`src/rtl/mpf_vtp_tlb_port_responder.sv`:
```
// VTP translation responder: fully-associative TLB lookup with an in-order response FIFO.
// The TLB is preloaded through a fill port; misses are reported as errors, never stalled on.
module mpf_vtp_tlb_port_responder #(
  parameter int N_ENTRIES      = 16,
  parameter int ADDR_WIDTH     = 42,
  parameter int PAGE_LINE_BITS = 6,
  parameter int TAG_WIDTH      = 8,
  parameter int OUT_DEPTH      = 4
) (
  input  logic                                 clk,
  input  logic                                 reset_n,
  input  logic                                 req_valid,
  output logic                                 req_ready,
  input  logic [ADDR_WIDTH-1:0]                req_addr,
  input  logic                                 req_addr_is_virtual,
  input  logic                                 req_is_speculative,
  input  logic [TAG_WIDTH-1:0]                 req_tag,
  output logic                                 rsp_valid,
  input  logic                                 rsp_ready,
  output logic [ADDR_WIDTH-1:0]                rsp_addr,
  output logic                                 rsp_error,
  output logic [TAG_WIDTH-1:0]                 rsp_tag,
  input  logic                                 fill_valid,
  input  logic [ADDR_WIDTH-PAGE_LINE_BITS-1:0] fill_va_page,
  input  logic [ADDR_WIDTH-PAGE_LINE_BITS-1:0] fill_pa_page,
  input  logic                                 inval_all,
  output logic                                 fatal_miss,
  output logic [31:0]                          hit_count,
  output logic [31:0]                          miss_count
);

  localparam int PAGE_WIDTH = ADDR_WIDTH - PAGE_LINE_BITS;
  localparam int IDX_WIDTH  = $clog2(N_ENTRIES);
  localparam int PTR_WIDTH  = $clog2(OUT_DEPTH);
  localparam int CNT_WIDTH  = PTR_WIDTH + 1;
  localparam logic [CNT_WIDTH-1:0] DEPTH = CNT_WIDTH'(OUT_DEPTH);

  logic [N_ENTRIES-1:0]  tlb_valid_q, tlb_valid_d;
  logic [PAGE_WIDTH-1:0] tlb_vpn_q [N_ENTRIES];
  logic [PAGE_WIDTH-1:0] tlb_vpn_d [N_ENTRIES];
  logic [PAGE_WIDTH-1:0] tlb_ppn_q [N_ENTRIES];
  logic [PAGE_WIDTH-1:0] tlb_ppn_d [N_ENTRIES];
  logic [IDX_WIDTH-1:0]  victim_q, victim_d;

  logic                  s1_valid_q, s1_valid_d;
  logic [ADDR_WIDTH-1:0] s1_addr_q, s1_addr_d;
  logic                  s1_virt_q, s1_virt_d;
  logic                  s1_spec_q, s1_spec_d;
  logic [TAG_WIDTH-1:0]  s1_tag_q, s1_tag_d;

  logic [ADDR_WIDTH-1:0] fifo_addr_q [OUT_DEPTH];
  logic [ADDR_WIDTH-1:0] fifo_addr_d [OUT_DEPTH];
  logic [TAG_WIDTH-1:0]  fifo_tag_q [OUT_DEPTH];
  logic [TAG_WIDTH-1:0]  fifo_tag_d [OUT_DEPTH];
  logic [OUT_DEPTH-1:0]  fifo_err_q, fifo_err_d;
  logic [PTR_WIDTH-1:0]  wr_ptr_q, wr_ptr_d;
  logic [PTR_WIDTH-1:0]  rd_ptr_q, rd_ptr_d;
  logic [CNT_WIDTH-1:0]  count_q, count_d;

  logic                  fatal_q, fatal_d;
  logic [31:0]           hit_count_q, hit_count_d;
  logic [31:0]           miss_count_q, miss_count_d;

  logic                  lookup_hit;
  logic [PAGE_WIDTH-1:0] lookup_ppn;
  logic                  fill_match;
  logic [IDX_WIDTH-1:0]  fill_idx;
  logic                  is_hit, is_miss, res_err, push, pop;
  logic [ADDR_WIDTH-1:0] res_addr;
  logic [CNT_WIDTH-1:0]  credit_used;

  // Credits are taken from registered occupancy, so S1 can always drain into the FIFO.
  assign credit_used = count_q + CNT_WIDTH'(s1_valid_q);
  assign req_ready   = credit_used < DEPTH;
  assign rsp_valid   = count_q != '0;
  assign rsp_addr    = fifo_addr_q[rd_ptr_q];
  assign rsp_error   = fifo_err_q[rd_ptr_q];
  assign rsp_tag     = fifo_tag_q[rd_ptr_q];
  assign fatal_miss  = fatal_q;
  assign hit_count   = hit_count_q;
  assign miss_count  = miss_count_q;

  always_comb begin
    lookup_hit = 1'b0;
    lookup_ppn = '0;
    for (int i = 0; i < N_ENTRIES; i++) begin
      if (!lookup_hit && tlb_valid_q[i] &&
          tlb_vpn_q[i] == s1_addr_q[ADDR_WIDTH-1:PAGE_LINE_BITS]) begin
        lookup_hit = 1'b1;
        lookup_ppn = tlb_ppn_q[i];
      end
    end
  end

  always_comb begin
    tlb_valid_d = tlb_valid_q;
    tlb_vpn_d   = tlb_vpn_q;
    tlb_ppn_d   = tlb_ppn_q;
    victim_d    = victim_q;
    fill_match  = 1'b0;
    fill_idx    = '0;
    for (int i = 0; i < N_ENTRIES; i++) begin
      if (!fill_match && tlb_valid_q[i] && tlb_vpn_q[i] == fill_va_page) begin
        fill_match = 1'b1;
        fill_idx   = IDX_WIDTH'(i);
      end
    end
    // Refilling a mapped VPN updates it in place so no VPN is ever held twice.
    if (inval_all) begin
      tlb_valid_d = '0;
      victim_d    = '0;
    end else if (fill_valid) begin
      if (fill_match) begin
        tlb_ppn_d[fill_idx] = fill_pa_page;
      end else begin
        tlb_valid_d[victim_q] = 1'b1;
        tlb_vpn_d[victim_q]   = fill_va_page;
        tlb_ppn_d[victim_q]   = fill_pa_page;
        victim_d              = victim_q + IDX_WIDTH'(1);
      end
    end
  end

  always_comb begin
    s1_valid_d = req_valid && req_ready;
    s1_addr_d  = s1_addr_q;
    s1_virt_d  = s1_virt_q;
    s1_spec_d  = s1_spec_q;
    s1_tag_d   = s1_tag_q;
    if (s1_valid_d) begin
      s1_addr_d = req_addr;
      s1_virt_d = req_addr_is_virtual;
      s1_spec_d = req_is_speculative;
      s1_tag_d  = req_tag;
    end

    res_addr = s1_addr_q;
    res_err  = 1'b0;
    is_hit   = 1'b0;
    is_miss  = 1'b0;
    if (s1_valid_q && s1_virt_q) begin
      if (lookup_hit) begin
        res_addr = {lookup_ppn, s1_addr_q[PAGE_LINE_BITS-1:0]};
        is_hit   = 1'b1;
      end else begin
        res_err = 1'b1;
        is_miss = 1'b1;
      end
    end

    hit_count_d  = hit_count_q;
    miss_count_d = miss_count_q;
    if (is_hit && hit_count_q != 32'hFFFF_FFFF) hit_count_d = hit_count_q + 32'd1;
    if (is_miss && miss_count_q != 32'hFFFF_FFFF) miss_count_d = miss_count_q + 32'd1;
    fatal_d = fatal_q | (is_miss & ~s1_spec_q);

    push        = s1_valid_q;
    pop         = rsp_valid && rsp_ready;
    fifo_addr_d = fifo_addr_q;
    fifo_tag_d  = fifo_tag_q;
    fifo_err_d  = fifo_err_q;
    wr_ptr_d    = wr_ptr_q;
    rd_ptr_d    = rd_ptr_q;
    if (push) begin
      fifo_addr_d[wr_ptr_q] = res_addr;
      fifo_err_d[wr_ptr_q]  = res_err;
      fifo_tag_d[wr_ptr_q]  = s1_tag_q;
      wr_ptr_d              = wr_ptr_q + PTR_WIDTH'(1);
    end
    if (pop) rd_ptr_d = rd_ptr_q + PTR_WIDTH'(1);
    count_d = count_q + CNT_WIDTH'(push) - CNT_WIDTH'(pop);
  end

  always_ff @(posedge clk) begin
    if (!reset_n) begin
      tlb_valid_q  <= '0;
      victim_q     <= '0;
      s1_valid_q   <= 1'b0;
      wr_ptr_q     <= '0;
      rd_ptr_q     <= '0;
      count_q      <= '0;
      fatal_q      <= 1'b0;
      hit_count_q  <= '0;
      miss_count_q <= '0;
    end else begin
      tlb_valid_q  <= tlb_valid_d;
      victim_q     <= victim_d;
      s1_valid_q   <= s1_valid_d;
      wr_ptr_q     <= wr_ptr_d;
      rd_ptr_q     <= rd_ptr_d;
      count_q      <= count_d;
      fatal_q      <= fatal_d;
      hit_count_q  <= hit_count_d;
      miss_count_q <= miss_count_d;
    end
  end

  // Payload storage is qualified by the valid/pointer state and needs no reset.
  always_ff @(posedge clk) begin
    tlb_vpn_q   <= tlb_vpn_d;
    tlb_ppn_q   <= tlb_ppn_d;
    s1_addr_q   <= s1_addr_d;
    s1_virt_q   <= s1_virt_d;
    s1_spec_q   <= s1_spec_d;
    s1_tag_q    <= s1_tag_d;
    fifo_addr_q <= fifo_addr_d;
    fifo_tag_q  <= fifo_tag_d;
    fifo_err_q  <= fifo_err_d;
  end

endmodule

```
`config.mk`:
```
export PLATFORM = sky130hd
export DESIGN_NAME = mpf_vtp_tlb_port_responder
export DESIGN_NICKNAME = d
export VERILOG_FILES = /design/src/rtl/mpf_vtp_tlb_port_responder.sv
export SDC_FILE = /design/constraint.sdc
export NUM_CORES = 2
export LEC_CHECK = 0
export ABC_AREA = 0
export BUFFER_PORTS_ARGS = -buffer_cell sky130_fd_sc_hd__buf_2
export CAP_MARGIN = 30
export CORE_UTILIZATION = 58
export CTS_BUF_LIST = sky130_fd_sc_hd__clkbuf_4
export DETAILED_ROUTE_END_ITERATION = 10
export PLACE_DENSITY = 0.88
export SLEW_MARGIN = 15
export SYNTH_ARGS = -nofsm -noshare
export SYNTH_HDL_FRONTEND = slang
export SYNTH_SLANG_ARGS = --single-unit
```
`constraint.sdc`:
```
create_clock -name clk -period 6.7 [get_ports clk]
set_input_delay 0.67 -clock clk [delete_from_list [all_inputs] [get_ports clk]]
set_output_delay 0.67 -clock clk [all_outputs]
set_load 0.01 [all_outputs]
```
# Yosys cells after proc, flatten, opt, wreduce, memory -nomap -nowiden
# Cells that the tools add are included.
[word_totals]
register_bits = 1501
[op_classes]
add_sub_neg = 7
n_lt_le_gt_ge = 13
eq_ne = 34
n_mux = 96
n_bitwise = 11
reduce_logical = 107
[ops]
columns = ["operator", "count"]
rows = [
  ["$bwmux W576", 3],
  ["$eq A36 B36 Y1", 32],
  ["$mux W36", 18],
  ["$mux W576", 1],
  ["$demux W36 S4", 2],
  ["$mux W42", 5],
  ["$bwmux W168", 1],
  ["$bmux W42 S2", 1],
  ["$demux W42 S2", 1],
  ["$logic_and A1 B1 Y1", 72],
  ["$add A32 B1 Y32 const B", 2],
  ["$ne A32 B32 Y1 const B", 2],
  ["$mux W4", 14],
  ["$mux W1", 40],
  ["$bwmux W32", 1],
  ["$logic_not A1 Y1", 30],
  ["$mux W8", 3],
  ["$bmux W8 S2", 1],
  ["$demux W8 S2", 1],
  ["$or A16 B16 Y16", 1],
  ["$ge A5 B5 Y1 const B", 2],
  ["$lt A5 B1 Y1 const B", 2],
  ["$not A4 Y5", 2],
  ["$ge A3 B3 Y1 const B", 2],
  ["other kinds (22)", 29],
]

# Logic depth before layout (Yosys ltp)
[logic_depth]
word_depth = 70
mapped_depth = 17

# Worst setup path after synthesis
# Ideal clock, no wire load.
[synth_timing]
kind = "input-to-reg"
from = "input port fill_va_page[3]"
to = "register tlb_vpn_q[504] in the netlist's numbering, enable pin"
setup_time_ns = 0.533
arrival_ns = 6.305
required_ns = 6.167
slack_ns = -0.138
stages = 11
path_buffers = 3
path_cell_list = "buf_4 buf_2 inv_1 o22ai_1 nor4_1 nand4_1 and4_1 nor4b_1 and4_1 clkbuf_1 nor4b_1"
[synth_via]
elab_chain_len = 65
word_cells_on_any_way = 80
classes_between = "eq/ne: 16; mux: 16; bitwise: 1; reduce/logical: 47"
[synth_rtl]
columns = ["item", "line", "rtl"]
rows = [
  ["start, declared", "24", "input logic [ADDR_WIDTH-PAGE_LINE_BITS-1:0] fill_va_page,"],
  ["$eq A36 B36 Y1", "103", "if (!fill_match && tlb_valid_q[i] && tlb_vpn_q[i] == fill_va_page) begin"],
  ["$logic_and A1 B1 Y1", "103", ""],
  ["$mux W1", "103", ""],
  ["$logic_not A1 Y1", "103", ""],
  ["$logic_and A1 B1 Y1 (2 in a row)", "103", ""],
  ["$mux W1", "103", ""],
  ["$logic_not A1 Y1", "103", ""],
  ["$logic_and A1 B1 Y1 (2 in a row)", "103", ""],
  ["[45 not listed]", "n/a", ""],
  ["$logic_not A1 Y1", "103", ""],
  ["$logic_and A1 B1 Y1 (2 in a row)", "103", ""],
  ["$mux W1", "103", ""],
  ["$logic_not A1 Y1", "103", ""],
  ["$logic_and A1 B1 Y1 (2 in a row)", "103", ""],
  ["$mux W1 (*)", "103", ""],
  ["$not A1 Y1 (no source line) (*)", "n/a", ""],
  ["$reduce_and A3 Y1 (no source line) (*)", "n/a", ""],
  ["end signal, assigned", "200", "tlb_vpn_q <= tlb_vpn_d;"],
  ["end, declared", "39", "logic [PAGE_WIDTH-1:0] tlb_vpn_q [N_ENTRIES];"],
]
# Mark *: on every way between the ends. The rest lies on a longest branch, timed or not.
# A chain may end at the register's enable or synchronous reset.

# Worst setup path after layout
[layout_timing]
from = "register s1_addr_q[40]"
to = "register fifo_addr_q[68] in the netlist's numbering, data pin"
[layout_via]
elab_chain_len = 66
word_cells_on_any_way = 97
classes_between = "eq/ne: 16; mux: 35; reduce/logical: 46"
[layout_rtl]
columns = ["item", "line", "rtl"]
rows = [
  ["start, declared", "46", "logic [ADDR_WIDTH-1:0] s1_addr_q, s1_addr_d;"],
  ["start signal, assigned", "202", "s1_addr_q <= s1_addr_d;"],
  ["$eq A36 B36 Y1", "88", "tlb_vpn_q[i] == s1_addr_q[ADDR_WIDTH-1:PAGE_LINE_BITS]) begin"],
  ["$logic_and A1 B1 Y1", "87", "if (!lookup_hit && tlb_valid_q[i] &&"],
  ["$mux W1", "87", ""],
  ["$logic_not A1 Y1", "87", ""],
  ["$logic_and A1 B1 Y1 (2 in a row)", "87", ""],
  ["$mux W1", "87", ""],
  ["$logic_not A1 Y1", "87", ""],
  ["$logic_and A1 B1 Y1 (2 in a row)", "87", ""],
  ["[48 not listed]", "n/a", ""],
  ["$mux W1", "87", ""],
  ["$logic_not A1 Y1", "87", ""],
  ["$logic_and A1 B1 Y1 (2 in a row)", "87", ""],
  ["$mux W36 or $mux W1 (tied branches)", "87", ""],
  ["$mux W42 (*)", "142", "if (lookup_hit) begin"],
  ["$mux W42 (*)", "141", "if (s1_valid_q && s1_virt_q) begin"],
  ["via res_addr[26]", "69", "logic [ADDR_WIDTH-1:0] res_addr;"],
  ["$bwmux W168 (*)", "165", "fifo_addr_d[wr_ptr_q] = res_addr;"],
  ["end signal, assigned", "206", "fifo_addr_q <= fifo_addr_d;"],
  ["end, declared", "51", "logic [ADDR_WIDTH-1:0] fifo_addr_q [OUT_DEPTH];"],
]
# Mark *: on every way through the listed nets, which the timed path passes. The rest lies on a longest branch.

==> results.cfg <==
[outcome]
outcome = complete, no violations

[yosys]
yosys.area.top_type = edfxtp_1
synthFlopType = edfxtp_1
synth_commonest_cells = 1408 x edfxtp_1, 688 x xnor2_1, 483 x xor2_1
yosysSeqAreaShare = 0.6183
synth_area_leaders = edfxtp_1 59%, xnor2_1 8.4%, xor2_1 5.9%
synthMostInstantiatedCell = edfxtp_1
ys_async_sr_fraction = 0
syn-instance-count = 5387
netlist.area_leader.share = 0.5923
synth_area_mm2 = 0.07139
avgSynthCellArea_um2 = 13.25
yosys_warnings = 0
synth_edf_count = 1408
synth.distinct_cells = 92
synth.net_count = 5531
synth-seq-cells = 1501

[critical_path]
path_class = reg -> reg
worstPathRequired_ns = 7.67
r2r_slack_ns = 0.75
path_max_fanout = 30
cp-start-kind = flop
reg2reg_from = s1_addr_q[40]$_DFFE_PP_
end_kind = flop
regToRegEndpoint = fifo_addr_q[68]$_DFFE_PP_
reg2reg_depth = 17
worst_ep_arrival_time_ns = 6.92

[cells_and_area]
syn_to_final_growth_pct = 14.86
drive_gt1_frac = 0.1981
fin_nets = 6269

[global_routing]
grt_antenna_before_repair = 7
overflow = 0
grt_pass1_wl_um = 351100
grt_usage = 0.3897
grt_pass1_vias = 51620
grt_max_degree = 79

[clock_network]
clockBufferDepth = 4
cts_sinks = 1501
cts_resized = 0
path_clk_slew_ns = 0.08
root_buffer = clkbuf_4
h-tree-depth = 5
cts-buffers-inserted = 392
clk_latency_ns = 1.44
cts_tree = done

[die]
fp.dieArea_mm2 = 0.1245
die_h_um = 352.8
row_count = 128
core-area_mm2 = 0.1219
die_w_um = 352.8
start_util = 0.5857
ioPinCount = 248

[sta]
timing.fmax_mhz = 167.9
tightest_slew_ns = 1.117
hold_ws_ns = 0.08347
min_period_over_period = 0.8888
hold_viol = 0
finClkSkew_ns = 0.1676
rsz0062_at_grt = false
fin_crit_ns = 5.955
maxSlewHeadroom = 0.2553
fin_setup_tns_ns = 0
setup_viol = 0
drv_slew = 0

[power]
p_leak_nw = 29.15
power_density_mw_per_mm2 = 250.3
vdd_drop_max_uv = 201.9

[worst_hold_path]
hold_path_class = in -> reg
holdCritStartpoint = req_tag[4]
min_to = s1_tag_q[4]$_DFFE_PP_
holdPathStages = 2

[placed_design]
numPortBuffers = 247
gp_congestion = 1.002
dp_hpwl_um = 161100

[drt]
routedWlPerCell_um = 30.86
num_vias = 53090
drc = 0
drtIter0Drc = 10540
antenna_left = 0
vias_per_cell = 6.612
first_pass_iters = 9
routed_wl_um = 247800

[flow_run]
maxCapViolations = 0
[flip-flops by register name (all words and copies together) (netlist names)]
register,cells
count_q,3
fatal_miss,1
fifo_addr_q,168
fifo_err_q,4
fifo_tag_q,32
hit_count,32
miss_count,32
push,1
rd_ptr_q,2
s1_addr_q,42
s1_spec_q,1
s1_tag_q,8
s1_virt_q,1
tlb_ppn_q,576
tlb_valid_q,16
tlb_vpn_q,576
victim_q,4
wr_ptr_q,2
[report_power, final]
part	leakage [nW]	internal (mW)	switching (mW)	total [mW]
logic	11.9	0.762	1.32	2.08
registers	14.5	10.4	0.160	10.5
clock network	2.84	3.97	3.93	7.90
[critical path, stage by stage (launching register included)]
cell and delay, ns:
edfxtp_1 0.95, buf_4 0.32, xnor2_1 0.16, nand4_1 0.12, nor4_1 0.59, buf_4 0.26, nand3_1 0.10, buf_4 0.27
nand4bb_1 0.16, buf_4 0.30, nand2b_1 0.39, nor2_2 0.18, buf_4 0.23, a222oi_1 0.32, nand2_1 0.14, a2111oi_0 0.60
buf_4 0.22, o21ai_0 0.22
[cells by family (layout without fill, tap and decap cells)]
group                    after synthesis  count (layout)  synth area share
adder cells (fa/ha/maj)               14              14          0.002454
AND/OR/NAND/NOR                     1682            1682            0.1363
AO/OA/AOI/OAI                        506             506           0.04906
multiplexers                          93              93           0.02214
other                                  0              15                 0
XOR/XNOR                            1171            1171            0.1437
flip-flops                          1501            1501            0.6183
buffers and inverters                420            1423           0.02801
[worst max path at each step]
stage	start	to	slack, ns	depth (start not counted)
global route	s1_addr_q[37]$_DFFE_PP_	fifo_addr_q[26]$_DFFE_PP_	0.83	17
floorplan	fill_va_page[10]	tlb_ppn_q[0]$_DFFE_PP_	1.28	11
finish	s1_addr_q[40]$_DFFE_PP_	fifo_addr_q[68]$_DFFE_PP_	0.75	17
CTS	s1_addr_q[40]$_DFFE_PP_	fifo_addr_q[68]$_DFFE_PP_	1.11	17
detailed placement	fill_va_page[33]	tlb_ppn_q[539]$_DFFE_PP_	0.87	14
global placement	fill_va_page[6]	tlb_ppn_q[533]$_DFFE_PP_	0.86	13
[final cells by class]
class / instances / area, um2
sequential: 1501 / 44150
fill: 8193 / 39880
multi-input combinational: 3466 / 25580
timing repair buffer: 695 / 5246
clock buffer: 576 / 4324
tap: 1625 / 2033
clock inverter: 83 / 375.4
inverter: 69 / 259.0
antenna: 15 / 37.54
[per-layer routing]
layer | wire, um | GRT usage | up-vias
li1 | - | - | 21270
met3 | 42100 | 0.1424 | 1166
met5 | 118 | 0.005660 | -
met1 | 83650 | 0.5051 | 25200
met2 | 105200 | 0.5665 | 5459
met4 | 16750 | 0.2205 | 4
[placed cells by master (no fill, tap or decap), types with 29 or more instances in the layout]
| cell type | count |
|---|---|
| edfxtp_1 | 1408 |
| xnor2_1 | 688 |
| clkbuf_4 | 576 |
| xor2_1 | 483 |
| and2_1 | 391 |
| nor2b_1 | 269 |
| buf_4 | 266 |
| buf_2 | 247 |
| nand4_1 | 196 |
| nand2_1 | 184 |
| dlygate4sd3_1 | 162 |
| nor4_1 | 157 |
| nor2_1 | 148 |
| o21ai_0 | 101 |
| a21oi_1 | 98 |
| dfxtp_1 | 91 |
| nand3_1 | 89 |
| inv_1 | 69 |
| clkinv_1 | 67 |
| mux4_2 | 51 |
| nor3_1 | 44 |
| a22oi_1 | 40 |
| and3_1 | 37 |
| mux2i_1 | 33 |
| o22ai_1 | 29 |
[timing repair]
item,CTS,global route
setup buffers,0,0
hold buffers,161,1
hold endpoints to repair,960,2
[through the flow]
| stage | worst slack [ns] | util | total power, mW | std cells | cell area, um2 |
|---|---|---|---|---|---|
| 3_3_place_gp | 0.8633 | 0.6184 | 12.60 | 7180 | 75370 |
| 4_1_cts | 1.111 | 0.6716 | 20.34 | 8008 | 81850 |
| 5_1_grt | 0.8328 | 0.6726 | 20.98 | 8022 | 81980 |
| 6_report | 0.7452 | 0.6728 | 20.52 | 8030 | 82000 |
| 2_1_floorplan | 1.282 | - | 11.74 | 5387 | 71400 |
| 3_5_place_dp | 0.8719 | 0.6198 | 12.64 | 7188 | 75540 |
No activity file was read; power rests on OpenSTA's default activity.
